File: src/rtl/regfile_wb.sv
// regfile_wb: 8x16 register file (R0 = 0) with registered A/B operand latches and a write-ack pulse.
// Define REGFILE_WB_BYPASS_EN to forward a same-edge writeback into the operand latches.
module regfile_wb #(
  parameter int DATA_W = 16,
  parameter int ADDR_W = 3
) (
  input  logic              clk,
  input  logic              rst_n,
  input  logic              wb_en,
  input  logic [ADDR_W-1:0] wb_addr,
  input  logic [DATA_W-1:0] wb_data,
  input  logic              rd_en,
  input  logic [ADDR_W-1:0] rs1_addr,
  input  logic [ADDR_W-1:0] rs2_addr,
  output logic [DATA_W-1:0] a_out,
  output logic [DATA_W-1:0] b_out,
  output logic              wb_ack
);
  localparam int DEPTH = 2**ADDR_W;
  logic [DATA_W-1:0] regs_q [DEPTH];
  logic [DATA_W-1:0] regs_d [DEPTH];
  logic [DATA_W-1:0] a_q, a_d, b_q, b_d, rd_a, rd_b;
  logic              ack_q, ack_d, wr;
  assign wr = wb_en & (wb_addr != '0);
  always_comb begin
    regs_d = regs_q;
    if (wr) regs_d[wb_addr] = wb_data;
    rd_a = (rs1_addr == '0) ? '0 : regs_q[rs1_addr];
    rd_b = (rs2_addr == '0) ? '0 : regs_q[rs2_addr];
`ifdef REGFILE_WB_BYPASS_EN
    rd_a = (wr && wb_addr == rs1_addr) ? wb_data : rd_a;
    rd_b = (wr && wb_addr == rs2_addr) ? wb_data : rd_b;
`endif
    a_d   = rd_en ? rd_a : a_q;
    b_d   = rd_en ? rd_b : b_q;
    ack_d = wr;
  end
  // R0 is never written, so it stays at its reset value of zero
  always_ff @(posedge clk or negedge rst_n) begin
    if (!rst_n) begin
      for (int i = 0; i < DEPTH; i++) regs_q[i] <= '0;
      a_q   <= '0;
      b_q   <= '0;
      ack_q <= 1'b0;
    end else begin
      regs_q <= regs_d;
      a_q    <= a_d;
      b_q    <= b_d;
      ack_q  <= ack_d;
    end
  end
  assign a_out  = a_q;
  assign b_out  = b_q;
  assign wb_ack = ack_q;
endmodule
File: config.mk
export PLATFORM = sky130hd
export DESIGN_NAME = regfile_wb
export DESIGN_NICKNAME = d
export VERILOG_FILES = /design/src/rtl/regfile_wb.sv
export SDC_FILE = /design/constraint.sdc
export NUM_CORES = 1
export LEC_CHECK = 0
export CORE_MARGIN = 5
export CORE_UTILIZATION = 30
export DETAILED_ROUTE_END_ITERATION = 10
export PLACE_DENSITY = 0.47
export SKIP_LAST_GASP = 1
export SYNTH_ARGS = -nofsm -noshare
export SYNTH_HDL_FRONTEND = slang
export SYNTH_SLANG_ARGS = --single-unit
File: constraint.sdc
create_clock -name clk -period 1.8 [get_ports clk]
set_clock_uncertainty 0.15 [all_clocks]
set_input_delay 0.36 -clock clk [delete_from_list [all_inputs] [get_ports clk]]
set_output_delay 0.36 -clock clk [all_outputs]
set_load 0.03 [all_outputs]
### Yosys cells after proc, flatten, opt, wreduce, memory -nomap -nowiden

Cells that the tools add are included.

* magnitude comparators: 4
* mux-type cells: 11
* bitwise gates (word level): 4
* reductions and logical operators: 4

Operators with widths (number)
* 128-bit bitwise mux: 1
* 16-bit two-way mux: 7
* 16-bit binary-select mux with 3-bit select: 2
* 16-bit demux with 3-bit select: 1
* 4-bit greater-or-equal comparator (second input constant): 3
* 3-bit NOT with 4-bit output: 3
* 3-bit logical NOT: 2
* 4-bit by 1-bit less-than comparator with 1-bit output (second input constant): 1
* 3-bit nonzero test: 1
* 1-bit AND: 1
* 1-bit logical AND: 1

* register bits: 161
* input bits: 29
* output and inout port bits: 33
* logic and storage cells: 34

### Longest topological paths before layout

* word-level depth: 6
* depth in mapped cells: 6
* depth with buffers taken out: 4

### Least setup slack after synthesis

No wires, ideal clock.

* kind: input to register
* start point: input wb_en
* end point: register regs_q[53] in the netlist's numbering
* library setup time: 128 ps
* arrival: 1401 ps
* data required time: 1522 ps
* path slack: 122 ps
* stages: 5
* path buffers: 2
* cell sequence: buf_4 nand2_1 nor3_4 buf_4 mux2_1

* cells in the longest elaborated chain, start to end: 1

Ends and longest elaborated chain
* from (decl): RTL line 9 `input logic wb_en,`
* 1-bit AND: RTL line 24 `assign wr = wb_en & (wb_addr != '0);`
* to (signal assigned): RTL line 46 `regs_q <= regs_d;`
* to (decl): RTL line 20 `logic [DATA_W-1:0] regs_q [DEPTH];`

Every way passes these cells.
A chain may end at the register's enable or synchronous reset.

### Worst setup path after layout

* start point: register a_q[4] (netlist: a_out[4])
* end point: output a_out[4]

RTL lines
* from (decl): RTL line 22 `logic [DATA_W-1:0] a_q, a_d, b_q, b_d, rd_a, rd_b;`
* from (signal assigned): RTL line 42 `a_q <= '0;`
* from (signal assigned): RTL line 47 `a_q <= a_d;`
* to (decl): RTL line 15 `output logic [DATA_W-1:0] a_out,`

No word-level cell between the ends.

==> results by group <==
Power and ir drop
  – Cell Pwr Density: 1115 nW/um^2
  – Design Power: 10.67 mW
  – Static Leak: 4.220 nW
  – VDD IR-drop max: 0.0004901 V

Timing
  – Hold WS: 0.2322 ns
  – Max_slew headroom: 0.7118
  – Fin crit period: 1.759 ns
  – Final setup viols: 0
  – Actual slew at the worst max-slew pin: 0.4304 ns
  – Max Slew Vio Count: 0
  – Final Hold Viols: 0
  – Final setup margin: 0.04135 ns
  – Fin crit share: 0.9770
  – Unrepaired setup endpoints after global routing: no
  – Fin Setup TNS: 0 ns
  – Fmax: 568.6 MHz

Yosys
  – Post-synth ARST share: 1.000
  – Top-area cell type share of the netlist area: 0.4873
  – Post-Syn Area: 7446 sq um
  – Synth Area per Inst: 13.84 sq um
  – Largest cells by area after synthesis: dfrtp_1 (49%), mux2_1 (19%), mux2_2 (6.2%), mux2i_1 (6.2%), mux2_4 (2.6%)
  – Unique masters post-synth: 39
  – Post-synth EDFFs: 0
  – Mapped Cells: 538
  – Mapped Nets: 567
  – Register area share after synthesis: 0.4873
  – Synth Flop Type: dfrtp_1
  – Ys Warns: 0
  – Yosys top cell by area: dfrtp_1
  – Synthesis-stage register bit count: 145

Global route
  – Gr ovfl total: 0
  – Vias in the first global route: 5580
  – Initial antenna violation count: 0
  – First-pass GRT wire length: 33700 um
  – Total GRT Usage: 0.1565
  – Largest net degree at the start of global routing: 54

Final layout
  – Final Non-Filler Cells: 982
  – Filler Cell Count: 2363
  – Final instance area: 9570 sq um
  – Nets: 674
  – Area delta synth->final: 28.53%
  – Antenna diode count: 0
  – Layout cells sized above 1: 0.2720
  – Utilization after layout: 0.3924

Setup path
  – Max incr delay on CP: 0.41 ns
  – Setup crit start: a_out[4]
  – Critical Path Stages: 1
  – Worst Path Class, Setup: register to output port
  – Worst R2R End: b_out[11]
  – CP Capture Point: a_out[4]
  – Critical Path RT: 1.29 ns
  – Crit path max fanout: 2
  – Worst path slowest cell: clkdlybuf4s15_1
  – CP Launch Type: register
  – Crit path max-delay family: buffers and inverters
  – Reg2Reg Setup Slack: 0.18 ns
  – CP bufs+invs: 1
  – Reg2reg start: regs_q[59]
  – R2R depth: 4
  – CP Capture Type: output port
  – CP Cell Sequence: clkdlybuf4s15_1
  – Worst EP arrival: 1.25 ns

Detailed routing
  – DRT Pass-1 Iters: 4
  – Total wire length: 21400 um
  – Vias per cell: 5.129
  – Drt drc: 0
  – Routed via count: 5037
  – Avg WL per Cell: 21.79 um
  – Starting DRT DRC Count: 228
  – Final ANT Viol Nets: 0

Floorplanning
  – Placeable core area: 24390 sq um
  – Io pins: 62
  – Die ar.: 28070 sq um
  – Row count: 57
  – Die X: 167.5 um
  – Initial Utilization: 0.3053
  – Chip height: 167.5 um

Clocking
  – Longest Clk Path Bufs: 2
  – Clock Sinks: 145
  – Num CTS Buffers: 17
  – CTS tree: built
  – H-Tree Level Count: 4
  – Clock root buffer: clkbuf_16
  – Clk_lat worst skew: 0.42 ns
  – Reg clk slew, reported paths: 0.06 ns

Placement
  – Placed insts: 949
  – Final Wtd Congestion: 0.7846
  – PortBufs: 61
  – Post-DP HPWL: 14560 um
  – DP Area: 8957 sq um
  – Pre-CTS worst setup slack: -0.5353 ns

Worst hold path
  – Hold path cells: 3
  – HP Class: input pin to register

Status
  – Outcome: finished, final reports clean

Run
  – Max cap viols: 0
## worst min path at each step
stage,end,startpoint,slack (ns)
CTS,b_out[14],rd_en,0.22
global route,a_out[15],rd_en,0.24
detailed placement,regs_q[101],rst_n,0.13
floorplan,a_out[0],rst_n,-0.09
global placement,regs_q[101],rst_n,0.12
finish,b_out[14],rd_en,0.23
## power breakdown
part	total, mW	internal, mW	switching, mW
clock	3.79	2.35	1.44
combinational	2.41	1.23	1.18
sequential	4.47	3.96	0.510
## worst min-delay path, cell delays in order
cell,delay (ns)
buf_2,0.19
o221ai_1,0.10
o22a_1,0.12
## cell usage in the layout, fill, tap and decap left out, types with 15 or more instances in the layout
| master | instances |
|---|---|
| clkdlybuf4s50_1 | 21 |
| mux2_1 | 123 |
| o22a_1 | 16 |
| o221ai_1 | 15 |
| dlygate4sd2_1 | 32 |
| a22oi_1 | 15 |
| mux2i_1 | 46 |
| buf_12 | 22 |
| dfrtp_1 | 145 |
| clkbuf_16 | 17 |
| mux2_2 | 41 |
| nor2_1 | 24 |
| buf_4 | 45 |
## layout make-up
type | count | area, sq um | share of cell area
clock buffers | 18 | 439.2 | 0.04589
inverters | 1 | 3.754 | 0.0003922
flip-flops and latches | 145 | 3628 | 0.3791
repair buffers | 130 | 1361 | 0.1422
well taps | 324 | 405.4 | 0.04236
clock inverters | 14 | 187.7 | 0.01961
multi-input cells | 350 | 3545 | 0.3704
## per-layer routing
metal  up-vias  global-route usage  wire length (um)
met5         -                   0                 0
met4         0             0.03846               202
met3        17             0.03395               792
met2       108              0.2608             10470
met1      2636              0.2081              9932
li1       2276                   -                 -
## cells by family (layout without fill, tap and decap cells)
kind of cell	count (synthesis)	count (layout)	synth area share
mux	224	224	0.3391
compound gates	81	81	0.09595
flops	145	145	0.4873
buf+inv	43	163	0.03764
simple gates	45	45	0.04000
## cell usage after synthesis (2+ instances only)
library cell and number:
nand2_1 5, nor2_1 24, a221oi_2 9, clkbuf_1 7
mux2_2 41, mux2_4 13, o221ai_1 15, buf_2 14
a221oi_1 11, buf_1 2, dfrtp_1 145, a21oi_1 2
mux2i_1 46, o22a_1 16, buf_6 8, mux2_1 123
o22ai_1 9, and4bb_1 2, a22oi_1 15, buf_4 10
nand4b_4 3
## registers in the layout (all words and copies together), names as in the netlist
name / count
regs_q: 112
a_out: 16
b_out: 16
wb_ack: 1
## what timing repair did
action	in CTS	in global routing
endpoints found under the hold margin	30	0
setup endpoints to repair	50	17
hold buffers	1	0
gates resized for setup	35	6
buffers inserted	0	0
Power figures use the tool's default switching activity.
